[config.mk]
export PLATFORM = sky130hd
export DESIGN_NAME = mult_control
export DESIGN_NICKNAME = d
export VERILOG_FILES = /design/src/rtl/mult_control.sv
export SDC_FILE = /design/constraint.sdc
export NUM_CORES = 1
export LEC_CHECK = 0
export CAP_MARGIN = 20
export CORE_AREA = 10 10 47 49
export DETAILED_ROUTE_END_ITERATION = 12
export DIE_AREA = 0 0 57 59
export GPL_ROUTABILITY_DRIVEN = 0
export PLACE_DENSITY_LB_ADDON = 0.12
export SLEW_MARGIN = 20
export SYNTH_ARGS = -nofsm -noshare
export SYNTH_HDL_FRONTEND = slang
export SYNTH_SLANG_ARGS = --single-unit
[constraint.sdc]
create_clock -name Clk -period 1.72 [get_ports Clk]
set_input_delay 0.258 -clock Clk [delete_from_list [all_inputs] [get_ports Clk]]
set_output_delay 0.258 -clock Clk [all_outputs]
set_load 0.005 [all_outputs]
[src/rtl/mult_control.sv]
// Sequencing FSM for the 8-bit add-shift signed multiplier: clears A/X, runs N
// add/sub-then-shift pairs driven by the multiplier LSB, then holds the product.
module mult_control #(
  parameter int N = 8
) (
  input  logic Clk,
  input  logic Reset_n,
  input  logic Run,
  input  logic ClearA_LoadB,
  input  logic M,
  output logic Clr_En,
  output logic Load_En,
  output logic Shift_En,
  output logic Add_En,
  output logic Sub_En,
  output logic Busy,
  output logic Done
);

  localparam int CNT_W = $clog2(N) + 1;
  localparam logic [CNT_W-1:0] LAST_BIT = CNT_W'(N - 1);

  typedef enum logic [2:0] {
    IDLE,
    LOADB,
    CLR,
    ADD,
    SHIFT,
    HOLD
  } state_e;

  state_e           state_q, state_d;
  logic [CNT_W-1:0] cnt_q, cnt_d;

  always_ff @(posedge Clk or negedge Reset_n) begin
    if (!Reset_n) begin
      state_q <= IDLE;
      cnt_q   <= '0;
    end else begin
      state_q <= state_d;
      cnt_q   <= cnt_d;
    end
  end

  always_comb begin
    state_d  = state_q;
    cnt_d    = cnt_q;
    Clr_En   = 1'b0;
    Load_En  = 1'b0;
    Shift_En = 1'b0;
    Add_En   = 1'b0;
    Sub_En   = 1'b0;
    Busy     = 1'b0;
    Done     = 1'b0;

    unique case (state_q)
      IDLE: begin
        // Run wins over a simultaneous load request.
        if (Run)               state_d = CLR;
        else if (ClearA_LoadB) state_d = LOADB;
      end
      LOADB: begin
        Clr_En  = 1'b1;
        Load_En = 1'b1;
        if (!ClearA_LoadB) state_d = IDLE;
      end
      CLR: begin
        Clr_En  = 1'b1;
        Busy    = 1'b1;
        cnt_d   = '0;
        state_d = ADD;
      end
      ADD: begin
        Busy = 1'b1;
        // The sign bit of the multiplier carries negative weight: subtract on the last bit.
        Add_En  = M && (cnt_q != LAST_BIT);
        Sub_En  = M && (cnt_q == LAST_BIT);
        state_d = SHIFT;
      end
      SHIFT: begin
        Busy     = 1'b1;
        Shift_En = 1'b1;
        if (cnt_q == LAST_BIT) begin
          cnt_d   = '0;
          state_d = HOLD;
        end else begin
          cnt_d   = cnt_q + 1'b1;
          state_d = ADD;
        end
      end
      HOLD: begin
        Done = 1'b1;
        if (!Run) state_d = IDLE;
      end
      default: begin
        state_d = IDLE;
        cnt_d   = '0;
      end
    endcase
  end

endmodule

# Word-level counts from Yosys, hierarchy flattened
# Cells that the tools add are included.
[word_totals]
ff_bits = 7
in_bits = 5
out_inout_bits = 7
[op_classes]
n_reduce_logical = 7
add_sub_neg = 1
eq_ne = 10
n_mux = 15
[op_table]
columns = ["operator", "count"]
rows = [
  ["3-bit one-hot mux with 6 select lines", 1],
  ["3-bit 2-to-1 mux", 5],
  ["4-bit one-hot mux with 2 select lines", 1],
  ["1-bit 2-to-1 mux", 7],
  ["3-bit by 2-bit == test with 1-bit output (second input constant)", 2],
  ["3-bit == test (second input constant)", 2],
  ["4-bit by 1-bit adder with 4-bit output (second input constant)", 1],
  ["4-bit by 3-bit == test with 1-bit output (second input constant)", 1],
  ["4-bit 2-to-1 mux", 1],
  ["2-bit != test (second input constant)", 2],
  ["4-bit by 3-bit != test with 1-bit output (second input constant)", 1],
  ["4-bit OR reduction", 1],
  ["3-bit by 1-bit == test with 1-bit output (second input constant)", 1],
  ["3-bit logical NOT", 1],
  ["3-bit != test (second input constant)", 1],
  ["3-bit AND reduction", 1],
  ["3-bit OR reduction", 1],
  ["1-bit logical AND", 2],
  ["2-bit OR reduction", 1],
]

# Depth between registers and ports, before layout
# Gate-level depths: netlist (run 1).
[logic_depth]
depth_word = 3
mapped_depth = 4

# Least setup slack after synthesis (run 1)
# Ideal clock, no wire load.
[synth_path]
path_type = "reg2out"
startpoint = "register cnt_q[0]"
endpoint = "output port Add_En"
setup_slack_ps = 539
arrival_ps = 923
t_required_ps = 1462
n_path_buf = 0
path_stages_with_launch = 4
cell_sequence = "dfrtp_1 -> ha_1 -> nand3b_1 -> nor2b_1"
[synth_via]
elab_chain_cells = 3
[synth_lines]
columns = ["element", "line_no", "rtl"]
rows = [
  ["start: declaration", "33", "logic [CNT_W-1:0] cnt_q, cnt_d;"],
  ["start signal: assignment", "41", "cnt_q <= cnt_d;"],
  ["4-bit by 3-bit != test with 1-bit output", "76", "Add_En = M && (cnt_q != LAST_BIT);"],
  ["1-bit logical AND", "76", ""],
  ["1-bit 2-to-1 mux", "56", "unique case (state_q)"],
  ["end: declaration", "14", "output logic Add_En,"],
]
# Every way passes these cells.

# Worst setup path in the final report (run 1)
[layout_path]
startpoint = "register state_q[1]"
endpoint = "output port Done"
[layout_via]
elab_chain_cells = 2
[layout_lines]
columns = ["element", "line_no", "rtl"]
rows = [
  ["start: declaration", "32", "state_e state_q, state_d;"],
  ["start signal: assignment", "40", "state_q <= state_d;"],
  ["3-bit == test", "56", ""],
  ["1-bit 2-to-1 mux", "56", ""],
  ["end: declaration", "17", "output logic Done"],
]
# Every way passes these cells.

==> flow_summary.yaml, run 1 <==
logic_synthesis:
  synth_compound_area_frac: 0.228
  synthSimpleGateAreaFrac: 0.271
  muxShareOfSynthArea: 0.0212
  syn-mean-instance-area_um2: 9.07
  synth_cell_type_count: 30
  ys_warn_count: 0
  ys_ff_latch: 7
  syn_nets: 58
  synth_top_family_by_area: "simple AND/OR/NAND/NOR gates"
  synth_xor_area_frac: 0
  ys_seq_area_frac: 0.371
  synth_fa_ha_area_frac: 0.0265
  syn_inst: 52
  synth.cell_area_um2: 472
timing:
  fmax_mhz: 596
  setup_ws_ps: 40.8
  tightest_slew_ps: 328
  fin_crit_ps: 1680
  finalCritPeriodShare: 0.976
  finalClockSkew_ps: 3.76
  setup_violations: 0
  timing.hold.ws_ps: 267
  hold_viol: 0
  slew_viol_final: 0
  slew_headroom: 0.781
run:
  cap_violations: 0
clocking:
  htree_levels: 1
  clock-root-buffer: "clkbuf_4"
  clkSinkCount: 7
  cts_tree: "yes"
  clock_latency_ps: 250
  clk_pin_slew_ps: 60
  cts_buffers: 3
  clockBufferDepth: 2
global_route:
  grt_pass1_vias: 519
  grt_max_degree: 8
  grt_remaining_overflow: 0
  grt_pass1_wl_um: 2360
  antenna_found_initial: 0
  gr-usage-all-layers: 0.0925
setup_path:
  worst_ep_arrival_time_ps: 1420
  crit_path_start: "state_q[1]"
  start_kind: "flop"
  crit_type: "flop to output port"
  critPathRequiredTime_ps: 1460
  crit_end: "Done"
  r2r_end: "cnt_q[3]"
  end_kind: "output port"
  worst-path-max-fanout: 4
  r2r_cells: 6
  regToRegSetupSlack_ps: 290
  r2r-start: "state_q[1]"
floorplanning:
  fp-row-count: 14
  fp.dieW_um: 57
  num_io_pins: 12
  core_area_mm2: 0.00140
  dieArea_mm2: 0.00336
  die-height_um: 59
  start_util: 0.337
power_and_ir_drop:
  vdd_ir_drop_max_mv: 0.668
  internal_power_uw: 684
  clock_power_share: 0.136
  combPwrFrac: 0.608
  power.share.sequential: 0.256
  p_switching_uw: 416
  swShare: 0.378
  power_density_mw_per_mm2: 1500
  p_total_mw: 1.10
  p_leak_nw: 0.358
routing:
  num_vias: 494
  drtIter0Drc: 3
  vias_per_cell: 5.15
  first_pass_iters: 6
  post_drt_wl_per_cell_um: 14.7
  ant_nets: 0
  drc_errors: 0
  drt-total-wl_um: 1410
layout:
  drive_above_1_share: 0.425
  num-nets-final: 87
  synthToLayoutAreaGrowth_pct: 55.4
  antenna_cells: 0
place:
  portBuffers: 11
  pre_cts_ws_ps: -21.2
  dp_hpwl_um: 974
status:
  status: "complete, no violations"
hold_path:
  hold_class: "primary input to asynchronous set/reset pin"
## worst max-delay path: stages, from the launching register on
cell and delay [ps]:
dfrtp_2 430, buf_4 150, buf_4 140, nand2b_4 150, nor2_1 90, clkdlybuf4s15_2 210
## cell families after synthesis
kind of cell,after synthesis
simple gates,21
compound gates,15
buf+inv,7
flops,7
mux,1
fa+ha+maj,1
## worst min-delay path by stage
| stage | start | endpoint | slack [ps] | depth (start not counted) |
|---|---|---|---|---|
| finish | Reset_n | cnt_q[2] | 270 | 1 |
| global route | Reset_n | cnt_q[2] | 280 | 1 |
| CTS | Reset_n | cnt_q[2] | 280 | 1 |
| detailed placement | cnt_q[3] | cnt_q[3] | 530 | 1 |
| global placement | cnt_q[3] | cnt_q[3] | 490 | 1 |
| floorplan | Reset_n | cnt_q[0] | -40 | 0 |
## sequential cells by signal (all words and copies together) (netlist names)
signal	count
cnt_q	4
state_q	3
## per-layer routing
metal  global-route usage  wire length, um  up-vias
met4               0.0671               25        0
met2                0.136              625       21
li1                     -                -      239
met1               0.0927              638      230
met5                    0                0        -
met3               0.0601              117        4
## power by group through the flow
stage	Sequential, mW	Combinational, mW	Clock [mW]
final	0.282	0.669	0.149
after global routing	0.287	0.740	0.168
after CTS	0.287	0.603	0.155
after detailed placement	0.301	0.492	0
after global placement	0.302	0.493	0
after floorplan	0.260	0.320	0
## final cells by class
| type | count | area (um2) |
|---|---|---|
| well taps | 16 | 20.0 |
| multi-input cells | 38 | 270 |
| flip-flops and latches | 7 | 178 |
| inverters | 4 | 15.0 |
| repair buffers | 27 | 223 |
| fillers | 153 | 668 |
| clock buffers | 3 | 22.5 |
| clock inverters | 1 | 5.00 |
## placed cells by master (no fill, tap or decap), drive strengths merged
cell type / synthesis / final
and3: 1 / 1
nor3b: 1 / 1
clkdlybuf4s15: 0 / 2
and2b: 1 / 1
nand2b: 4 / 4
inv: 4 / 4
a21o: 2 / 2
a31o: 1 / 1
clkinv: 0 / 1
a21oi: 3 / 3
ha: 1 / 1
o2111ai: 1 / 1
buf: 3 / 17
mux2i: 1 / 1
nand3: 1 / 1
dfrtp: 7 / 7
o31ai: 1 / 1
o22ai: 1 / 1
nand3b: 1 / 1
nor2: 4 / 4
nand4: 1 / 1
nand2: 4 / 4
a211oi: 1 / 1
nor2b: 3 / 3
clkdlybuf4s50: 0 / 4
a22o: 1 / 1
o21ai: 3 / 3
dlygate4sd2: 0 / 4
a221oi: 1 / 1
clkbuf: 0 / 3
## synth_stat cells
master | instances | share of area
a31o_1 | 1 | 0.019
inv_1 | 2 | 0.016
nand3_1 | 1 | 0.011
a211oi_1 | 1 | 0.016
o22ai_1 | 1 | 0.013
nand2_2 | 1 | 0.013
mux2i_1 | 1 | 0.021
nor2_1 | 4 | 0.032
a221oi_1 | 1 | 0.019
o31ai_2 | 1 | 0.027
a21o_2 | 1 | 0.019
buf_6 | 1 | 0.024
nand3b_1 | 1 | 0.016
ha_1 | 1 | 0.027
nor3b_4 | 1 | 0.040
a22o_1 | 1 | 0.019
dfrtp_1 | 7 | 0.37
o2111ai_1 | 1 | 0.019
nor2b_1 | 3 | 0.040
and2b_1 | 1 | 0.016
and3_1 | 1 | 0.013
o21ai_1 | 3 | 0.032
buf_4 | 1 | 0.016
buf_2 | 1 | 0.011
a21o_1 | 1 | 0.016
nand4_1 | 1 | 0.013
nand2b_1 | 4 | 0.053
inv_2 | 2 | 0.016
a21oi_1 | 3 | 0.032
nand2_1 | 3 | 0.024
## metrics by stage
| stage | setup TNS (ps) | cell area (um2) | cells | util |
|---|---|---|---|---|
| floorplan | 0 | 472 | 52 | - |
| global placement | 0 | 623 | 82 | 0.445 |
| detailed placement | -36.0 | 623 | 82 | 0.445 |
| CTS | -2.43 | 708 | 93 | 0.505 |
| global route | -22.1 | 733 | 96 | 0.523 |
| finish | 0 | 733 | 96 | 0.523 |
## repair_timing
action,4_1_cts,5_1_grt
pin swaps,2,1
endpoints found under the setup margin,7,3
hold buffers,0,0
gates resized for setup,18,1
setup buffers,7,3
Note: power is estimated with default switching activity, not from simulation.
==> inputs of run 2 (changes only) <==
--- a/config.mk
+++ b/config.mk
@@ -7,6 +7,7 @@
 export LEC_CHECK = 0
 export CAP_MARGIN = 20
 export CORE_AREA = 10 10 47 49
+export CTS_CLUSTER_DIAMETER = 60
 export DETAILED_ROUTE_END_ITERATION = 12
 export DIE_AREA = 0 0 57 59
 export GPL_ROUTABILITY_DRIVEN = 0
@@ -15,3 +16,4 @@
 export SYNTH_ARGS = -nofsm -noshare
 export SYNTH_HDL_FRONTEND = slang
 export SYNTH_SLANG_ARGS = --single-unit
+export TNS_END_PERCENT = 50
==> run 2 against run 1 <==
Against the previous run:
- die area did not move
- largest power group unchanged
- fmax up 4.5%
- non-clock buffer count decreased by 8
- hold slack got worse by 1.5 ps
- sequential power grew 10%
- global-route usage shrank 1.3 points
- first-iteration DRC count increased to 3.0 times the previous value
- cell count fell by 8.3%
- clock skew barely moved
- cell area down 8.7%
- highest routed layer is now met3
==> flow_summary.yaml, run 2 (synthesized netlist as in run 1, its figures left out) <==
status:
  status: "complete, no violations"
floorplanning:
  core_area_mm2: 0.00140
  num_io_pins: 12
  fp-row-count: 14
  start_util: 0.337
  die-height_um: 59
  fp.dieW_um: 57
  dieArea_mm2: 0.00336
layout:
  num-nets-final: 79
  largest_reg_flops: 4
  final_area_um2: 669
  largest_registers: "cnt_q x4, state_q x3"
  layout_common_cells: "buf_4 (8), dlygate4sd2_1 (7), dfrtp_1 (5)"
  synthToLayoutAreaGrowth_pct: 41.9
  antenna_cells: 0
  multi_input_area_um2: 268
  final_common_cell: "buf_4"
  fill_cells: 155
  drive_above_1_share: 0.306
  regMostFlops: "cnt_q"
  seqCellArea_um2: 178
timing:
  slew_headroom: 0.785
  fmax_mhz: 622
  finalCritPeriodShare: 0.934
  finalClockSkew_ps: 4.03
  fin_crit_ps: 1610
  tightest_slew_ps: 321
  tns_ps: 0
  rsz0062_at_grt: "no"
  setup_violations: 0
  hold_viol: 0
  slew_viol_final: 0
place:
  placed_cell_area_um2: 623
  portBuffers: 11
  dp_hpwl_um: 974
hold_path:
  hold_class: "primary input to asynchronous set/reset pin"
setup_path:
  critPathRequiredTime_ps: 1460
  start_kind: "flop"
  critPathSlowestCell: "dfrtp_1"
  slowest_delay_ps: 390
  critical_path_buf_inv_count: 1
  worst-path-max-fanout: 3
  critPathTopFamily: "flip-flops"
  crit_type: "flop to output port"
  end_kind: "output port"
  worst_ep_arrival_time_ps: 1350
  crit_chain: "ha_2, nand3b_1, nor2b_1, dlygate4sd2_1"
  regToRegSetupSlack_ps: 440
routing:
  drtIter0Drc: 9
  post_drt_wl_per_cell_um: 14.2
  ant_nets: 0
  drt-total-wl_um: 1250
  num_vias: 454
  drc_errors: 0
  first_pass_iters: 6
  vias_per_cell: 5.16
global_route:
  grt_max_degree: 9
  grt_util_met3: 0.0300
  grt_pass1_wl_um: 2140
  antenna_found_initial: 0
  gr-usage-met1: 0.0842
  busiest_layer: "met2"
  gr-usage-all-layers: 0.0799
  use_met2: 0.132
  grt_remaining_overflow: 0
  grt_pass1_vias: 495
clocking:
  clock_latency_ps: 250
  htree_levels: 1
  cts-hold-fix-buffers: 0
  clk_pin_slew_ps: 60
  clock-root-buffer: "clkbuf_4"
  cts_tree: "yes"
  clockBufferDepth: 2
  clkSinkCount: 7
  cts_buffers: 3
power_and_ir_drop:
  p_leak_nw: 0.325
  power_density_mw_per_mm2: 1440
  vdd_ir_drop_max_mv: 0.641
run:
  cap_violations: 0
## run 2: metrics by stage
step	hold slack [ps]	util	total power, mW	worst slack (ps)	std cells
after floorplan	-37.6	-	0.580	539	52
after global placement	488	0.445	0.795	1.78	82
after detailed placement	532	0.445	0.793	-21.2	82
after CTS	277	0.478	0.972	99.1	88
after global routing	286	0.478	1.04	25.3	88
final	266	0.478	0.961	113	88
## run 2: worst paths after layout
kind,startpoint,endpoint,cells after the start
min in group Clk,cnt_q[3],cnt_q[3],1
setup / recovery,cnt_q[0],Add_En,4
max in group asynchronous,Reset_n,state_q[0],1
hold / removal,Reset_n,cnt_q[2],1
setup reg to reg,state_q[1],cnt_q[3],4
hold reg to reg,cnt_q[3],cnt_q[3],1
## run 2: repair_timing
action	in CTS	in global routing
buffers inserted	2	0
endpoints found under the setup margin	7	0
gates resized for setup	11	0
## run 2: metal layers
layer | wire (um) | up-vias
met5 | 0 | -
met4 | 0 | 0
met3 | 115 | 0
met2 | 574 | 21
met1 | 559 | 210
li1 | - | 223
## run 2: power by group
part | switching [mW] | total [mW] | internal (mW)
sequential | 0.0927 | 0.311 | 0.219
combinational | 0.218 | 0.501 | 0.283
clock | 0.0638 | 0.149 | 0.0850
total | 0.375 | 0.961 | 0.586
## run 2: cell type report
| class | count | share of cell area |
|---|---|---|
| Multi-Input combinational cell | 38 | 0.400 |
| Sequential cell | 7 | 0.265 |
| Timing Repair Buffer | 19 | 0.241 |
| Clock buffer | 3 | 0.0336 |
| Tap cell | 16 | 0.0299 |
| Inverter | 4 | 0.0224 |
| Clock inverter | 1 | 0.00748 |
==> inputs of run 3 (changes only) <==
--- a/config.mk
+++ b/config.mk
@@ -5,7 +5,7 @@
 export SDC_FILE = /design/constraint.sdc
 export NUM_CORES = 1
 export LEC_CHECK = 0
-export CAP_MARGIN = 20
+export CAP_MARGIN = 10
 export CORE_AREA = 10 10 47 49
 export CTS_CLUSTER_DIAMETER = 60
 export DETAILED_ROUTE_END_ITERATION = 12
==> results of run 3 <==
Same layout as run 2: the final DEF is identical, and so are final timing and power.
